[config.mk]
export PLATFORM = sky130hd
export DESIGN_NAME = traffic_light_fsm
export DESIGN_NICKNAME = d
export VERILOG_FILES = /design/src/rtl/traffic_pkg.sv /design/src/rtl/phase_timer.sv /design/src/rtl/traffic_light_fsm.sv
export SDC_FILE = /design/constraint.sdc
export NUM_CORES = 1
export LEC_CHECK = 0
export CELL_PAD_IN_SITES_DETAIL_PLACEMENT = 1
export CELL_PAD_IN_SITES_GLOBAL_PLACEMENT = 1
export CORE_UTILIZATION = 42
export DETAILED_ROUTE_END_ITERATION = 10
export GPL_TIMING_DRIVEN = 0
export PLACE_DENSITY_LB_ADDON = 0.05
export RECOVER_POWER = 25
export SETUP_SLACK_MARGIN = 0.05
export SLEW_MARGIN = 30
export SYNTH_ARGS = -nofsm -noshare
export SYNTH_HDL_FRONTEND = slang
export SYNTH_SLANG_ARGS = --single-unit
[constraint.sdc]
create_clock -name clk -period 5.95 [get_ports clk]
set_input_delay 0.595 -clock clk [delete_from_list [all_inputs] [get_ports clk]]
set_output_delay 0.595 -clock clk [all_outputs]
set_load 0.02 [all_outputs]
[src/rtl/traffic_pkg.sv]
// Shared types and constants for the two-road traffic light controller.
package traffic_pkg;

  localparam int unsigned PHASE_CNT_W = 8;

  typedef enum logic [2:0] {
    MainGreen  = 3'd0,
    MainYellow = 3'd1,
    AllRedA    = 3'd2,
    SideGreen  = 3'd3,
    SideYellow = 3'd4,
    AllRedB    = 3'd5
  } phase_e;

  // Lamp encoding is one-hot {red, yellow, green}.
  localparam logic [2:0] LAMP_RED    = 3'b100;
  localparam logic [2:0] LAMP_YELLOW = 3'b010;
  localparam logic [2:0] LAMP_GREEN  = 3'b001;

endpackage

[src/rtl/phase_timer.sv]
// Per-phase seconds counter: counts second_tick pulses, saturates at limit-1,
// and flags the tick that ends the phase.
module phase_timer
  import traffic_pkg::*;
(
  input  logic                   clk,
  input  logic                   controller_reset,
  input  logic                   second_tick,
  input  logic                   clear,
  input  logic [PHASE_CNT_W-1:0] limit,
  output logic                   expired
);

  logic [PHASE_CNT_W-1:0] phase_cnt_q, phase_cnt_d;
  logic [PHASE_CNT_W-1:0] last_cnt;
  logic                   at_last;

  always_comb begin
    last_cnt    = limit - PHASE_CNT_W'(1);
    at_last     = (phase_cnt_q == last_cnt);
    expired     = at_last & second_tick;
    phase_cnt_d = phase_cnt_q;
    if (clear) begin
      phase_cnt_d = '0;
    end else if (second_tick && !at_last) begin
      phase_cnt_d = phase_cnt_q + PHASE_CNT_W'(1);
    end
  end

  always_ff @(posedge clk) begin
    if (controller_reset) begin
      phase_cnt_q <= '0;
    end else begin
      phase_cnt_q <= phase_cnt_d;
    end
  end

endmodule

[src/rtl/traffic_light_fsm.sv]
// Two-road intersection controller driven by the one-second divider pulse.
// Optional pedestrian request/walk lamp enabled by TRAFFIC_PED_REQUEST_EN.
module traffic_light_fsm
  import traffic_pkg::*;
#(
  parameter int unsigned MAIN_GREEN_S = 20,
  parameter int unsigned SIDE_GREEN_S = 10,
  parameter int unsigned YELLOW_S     = 3,
  parameter int unsigned ALL_RED_S    = 1
) (
  input  logic       clk,
  input  logic       controller_reset,
  input  logic       second_tick,
  input  logic       side_car,
  input  logic       ped_button,
  output logic [2:0] main_light,
  output logic [2:0] side_light,
  output logic       walk,
  output logic       timer_restart
);

  localparam logic [PHASE_CNT_W-1:0] MainLimit   = PHASE_CNT_W'(MAIN_GREEN_S);
  localparam logic [PHASE_CNT_W-1:0] SideLimit   = PHASE_CNT_W'(SIDE_GREEN_S);
  localparam logic [PHASE_CNT_W-1:0] YellowLimit = PHASE_CNT_W'(YELLOW_S);
  localparam logic [PHASE_CNT_W-1:0] AllRedLimit = PHASE_CNT_W'(ALL_RED_S);

  phase_e                 state_q, state_d;
  logic [PHASE_CNT_W-1:0] limit;
  logic                   expired;
  logic                   advance;
  logic                   enter_side;
  logic                   ped_req;
  logic                   walk_en;
  logic                   timer_restart_q;

  phase_timer u_phase_timer (
    .clk              (clk),
    .controller_reset (controller_reset),
    .second_tick      (second_tick),
    .clear            (advance),
    .limit            (limit),
    .expired          (expired)
  );

  always_comb begin
    state_d = state_q;
    limit   = MainLimit;
    unique case (state_q)
      MainGreen: begin
        limit = MainLimit;
        if (expired && (side_car || ped_req)) state_d = MainYellow;
      end
      MainYellow: begin
        limit = YellowLimit;
        if (expired) state_d = AllRedA;
      end
      AllRedA: begin
        limit = AllRedLimit;
        if (expired) state_d = SideGreen;
      end
      SideGreen: begin
        limit = SideLimit;
        if (expired) state_d = SideYellow;
      end
      SideYellow: begin
        limit = YellowLimit;
        if (expired) state_d = AllRedB;
      end
      AllRedB: begin
        limit = AllRedLimit;
        if (expired) state_d = MainGreen;
      end
      default: state_d = MainGreen;
    endcase
    advance    = (state_d != state_q);
    enter_side = advance && (state_d == SideGreen);
  end

  always_ff @(posedge clk) begin
    if (controller_reset) begin
      state_q <= MainGreen;
    end else begin
      state_q <= state_d;
    end
  end

`ifdef TRAFFIC_PED_REQUEST_EN
  logic ped_req_q, walk_en_q;

  // A press in the same cycle as SIDE_GREEN entry keeps the request pending.
  always_ff @(posedge clk) begin
    if (controller_reset) begin
      ped_req_q <= 1'b0;
      walk_en_q <= 1'b0;
    end else begin
      if (ped_button) begin
        ped_req_q <= 1'b1;
      end else if (enter_side) begin
        ped_req_q <= 1'b0;
      end
      if (enter_side) walk_en_q <= ped_req_q;
    end
  end

  assign ped_req = ped_req_q;
  assign walk_en = walk_en_q;
`else
  logic unused_ped_button;
  assign unused_ped_button = ped_button;
  assign ped_req           = 1'b0;
  assign walk_en           = 1'b0;
`endif

  always_comb begin
    main_light = LAMP_RED;
    side_light = LAMP_RED;
    unique case (state_q)
      MainGreen:  main_light = LAMP_GREEN;
      MainYellow: main_light = LAMP_YELLOW;
      SideGreen:  side_light = LAMP_GREEN;
      SideYellow: side_light = LAMP_YELLOW;
      default: begin
        main_light = LAMP_RED;
        side_light = LAMP_RED;
      end
    endcase
    walk = (state_q == SideGreen) && walk_en;
  end

  // Holds the divider in reset alongside us so the first second is a full one.
  always_ff @(posedge clk) begin
    timer_restart_q <= controller_reset;
  end

  assign timer_restart = timer_restart_q;

endmodule

**After elaboration in Yosys (flattened, before gate mapping)**

Cells that the tools add are included.

- Output and inout bits: 8
- Bits of input ports: 5
- Register bits: 12
- Word-level logic and storage cells: 30

- Add/sub/neg operators: 2
- Muxes and demuxes: 10
- Reductions and logical operators: 7
- Equal/unequal tests: 7
- Bitwise operators: 1

Operator list:

| operator | count |
|---|---|
| 3-bit two-way mux | 6 |
| 3-bit case mux with 6 select lines | 1 |
| 5-bit case mux with 3 select lines | 1 |
| 3-bit case mux with 2 select lines | 2 |
| 8-bit by 1-bit adder with 8-bit output, second input constant | 1 |
| 8-bit == test | 1 |
| 3-bit by 2-bit == test with 1-bit output, second input constant | 2 |
| 3-bit == test, second input constant | 2 |
| 2-bit OR reduction | 3 |
| 5-bit by 1-bit subtractor with 6-bit output, second input constant | 1 |
| 3-bit by 1-bit == test with 1-bit output, second input constant | 1 |
| 3-bit logical NOT | 1 |
| 3-bit != test | 1 |
| 1-bit logical AND | 2 |
| 1-bit bitwise AND | 1 |
| 1-bit logical NOT | 1 |

**Logic depth before layout (Yosys ltp)**

- Depth in word-level cells: 11
- Gate-level depth with buffers: 11

**Modules after synthesis**

Synthesis repeated with hierarchy kept, for this count alone.

- Cells, all modules: 126
- Area, all modules: 1021.0 um^2

Modules (own cells, without submodules):

| module | seq. area each (um^2) | area each (um^2) | instances | cells an instance |
|---|---|---|---|---|
| phase_timer | 160.2 | 748.2 | 1 | 91 |
| traffic_light_fsm | 80.1 | 272.8 | 1 | 35 |

**Least setup slack after synthesis**

Ideal clock, no wire load.

- Kind: flip-flop to flip-flop
- Start: register state_q[2]
- End: register state_q[1]
- Stages on the path, launching flop included: 11
- Arrival time: 2.593 ns
- Path slack: 3.285 ns
- Clock period less this slack: 2.665 ns
- Path through: dfxtp_1 buf_4 or2_2 nor2_1 nor3_1 ha_1 xnor2_1 nor4_1 nand3_2 nor3_2 mux2i_1

- Word-level cells in the longest chain between the ends: 9

RTL lines:

| what | RTL line | source |
|---|---|---|
| start: declaration | traffic_light_fsm.sv:27 | `phase_e state_q, state_d;` |
| start signal: assignment | traffic_light_fsm.sv:81 | `state_q <= MainGreen;` |
| start signal: assignment | traffic_light_fsm.sv:83 | `state_q <= state_d;` |
| 3-bit == test (tied with other cells) | traffic_light_fsm.sv:48 | `unique case (state_q)` |
| 2-bit OR reduction (no source line) | -- |  |
| 5-bit case mux with 3 select lines | traffic_light_fsm.sv:48 |  |
| 5-bit by 1-bit subtractor with 6-bit output | phase_timer.sv:19 | `last_cnt = limit - PHASE_CNT_W'(1);` |
| 8-bit == test | phase_timer.sv:20 | `at_last = (phase_cnt_q == last_cnt);` |
| 1-bit bitwise AND | phase_timer.sv:21 | `expired = at_last & second_tick;` |
| 1-bit logical AND | traffic_light_fsm.sv:51 | `if (expired && (side_car \|\| ped_req)) state_d = MainYellow;` |
| 3-bit two-way mux | traffic_light_fsm.sv:51 |  |
| 3-bit case mux with 6 select lines (*) | traffic_light_fsm.sv:48 |  |

Every way passes the cells marked *; elsewhere a longest branch is shown, timed or not.
A chain may end at the register's enable or synchronous reset.

**Final worst setup path**

Same ends and word-level chain as after synthesis.

==> run metrics <==
CTS Root Cell clkbuf_4; Slew @ Worst Pin 0.650 ns; #FFs+latches synth 12; Main synth FF type dfxtp_1; Startpoint Class flip-flop; Clock Path Buffers 2; Area Growth Syn to Fin 19.5%; dominant cells by area after synthesis dfxtp_1 28%, o211ai_1 6.9%, xnor2_1 6.0%; Die Wd 47.6 um; VDD IR-drop max 0.0812 mV; Tot Pwr 0.000172 W; Leak 0.383 nW; RSZ-0062 raised after global routing false; reg2reg path depth 10; total routed wirelength 2.20 mm; overall global routing resource usage 0.233; fin worst setup slack 3.26 ns; Placer Congestion 0.794; maximum clock rate 0.372 GHz; H-tree depth 1; 1st-iter DRT viols 10; Post-synth EDFFs 0; final slew viol count 0; vias per cell 5.60; initial antenna violation count 0; most common cell after layout, fill and taps aside nor2_1; Crit Path Class flip-flop to flip-flop; Synth cell types 37; Fin Hold WS 0.552 ns; most frequent cells in the layout 13 x nor2_1, 12 x dfxtp_1, 9 x nand2_1; HPWL Detailed 1.68 mm; Global Route met3 Usage 0.0491; Starting Density 0.445; relative slew slack 0.567; wire per inst 15.1 um; worst hold path endpoint u_phase_timer.phase_cnt_q[7]; total gr overflow 0; drt drc 0; share of cells above drive strength 1 0.176; CTS resizes 0; Net Count, Synth 112; met2 Track Usage GR 0.414; hold buffer count at cts 0; CTS Buf Count 3; yosys warns 0; clock skew 0.00143 ns; area fraction of the dominant cell type after synthesis 0.275; Tcrit/Tclk final 0.452; GR peak layer met2; critical path endpoint category flip-flop; minimum clock period 2.69 ns; crit-path max FO 10; DR vias 818; pre-CTS worst setup slack 3.31 ns; cell area after synthesis 873 um^2; status finished, final reports clean; post-CTS setup buffers 0; core footprint 1960 um^2; # Max-Cap Violations 0; setup_tns 0 ns; GRT met1 Usage 0.283; slack of the worst reg-to-reg path 3.26 ns; Hold/Removal Path Class flip-flop to flip-flop; asr flop ratio synth 0; pin count of the biggest net entering global routing 11; final net count 127; Synth Area per Inst 8.32 um^2; TritonCTS Sinks 12; first-pass GRT wire length 3.54 mm; TritonCTS clock tree yes; die area 2270 um^2; final hold vios 0; # IOs 13; WP data required 6.17 ns; Worst-path clk slew 0.09 ns; P per Cell Area 164 nW/um^2; WHS Path Cells 2; reg2reg start state_q[2]; IO buf count 10; Seq/Total Area, Yosys 0.275; min-delay src u_phase_timer.phase_cnt_q[7]; post-synth top area cell dfxtp_1; post-route antenna net violation count 0; number of global-route vias before repair 814; ant diodes 0; worst reg2reg endpoint state_q[1]; Mapped Cells 105; DIE HEIGHT 47.6 um; total iterations of the first detailed-routing run 4; Skew-Pair Late Insertion Delay 0.28 ns; row cnt 16; setup violators final 0; WP data arrival 2.91 ns
## state kept, by name (all words and copies together) (netlist names)
register	flops
timer_restart	1
u_phase_timer.phase_cnt_q	8
state_q	3
## critical path, stage by stage (launching register included)
cell and delay (ns):
dfxtp_1 0.33, buf_4 0.16, or2_2 0.29, nor2_1 0.16
nor3_1 0.08, ha_1 0.29, xnor2_1 0.14, nor4_1 0.33
nand3_2 0.27, nor3_2 0.34, mux2i_1 0.22
## layout make-up
cell class              instances  area (um^2)
multi-input cells              82          552
clock buffers                   4         36.3
plain buffers                   8         70.1
flip-flops and latches         12          240
well taps                      27         33.8
repair buffers                 10          100
inverters                       3         11.3
fillers                       257          918
## per-stage QoR
step	std cells	area, um^2	utilization
floorplan	105	873	-
global placement	142	1010	0.513
detailed placement	142	1010	0.513
CTS	146	1040	0.532
global route	146	1040	0.532
finish	146	1040	0.532
## metal layers
| layer | wire (um) | part of all wire |
|---|---|---|
| met1 | 999 | 0.45 |
| met2 | 1130 | 0.51 |
| met3 | 41 | 0.019 |
| met4 | 27 | 0.012 |
| met5 | 0 | 0 |
## cells by family after synthesis
group,count (synthesis),share of synthesized area
AND/OR/NAND/NOR,44,0.274
AO/OA/AOI/OAI,23,0.182
flip-flops,12,0.275
buffers and inverters,11,0.0931
XOR/XNOR,7,0.0860
multiplexers,5,0.0573
adder cells (fa/ha/maj),2,0.0286
other,1,0.00429
## power by group
group          switching [W]  leakage, nW  total [W]  internal, W
sequential        0.00000227       0.0974  0.0000842    0.0000819
combinational     0.00000943        0.264  0.0000182   0.00000875
clock              0.0000320       0.0210  0.0000693    0.0000373
## how the worst max path moves through the flow
stage,cells past startpoint,from,slack (ns),endpoint
floorplan,10,state_q[2],3.29,state_q[1]
global placement,10,state_q[2],3.34,state_q[1]
detailed placement,10,state_q[2],3.31,state_q[1]
CTS,10,state_q[2],3.27,state_q[1]
global route,10,state_q[2],3.03,state_q[1]
finish,10,state_q[2],3.26,state_q[1]
## synth_stat cells (2+ instances only)
master,n
a2111o_1,2
a21oi_1,5
buf_2,2
buf_4,2
buf_6,4
dfxtp_1,12
ha_1,2
inv_1,3
mux2i_1,5
nand2_1,9
nand3_1,3
nand4_1,3
nor2_1,13
nor3_1,2
o211ai_1,8
o21ai_0,3
o21ai_2,2
xnor2_1,6
No activity file was read; power rests on OpenSTA's default activity.
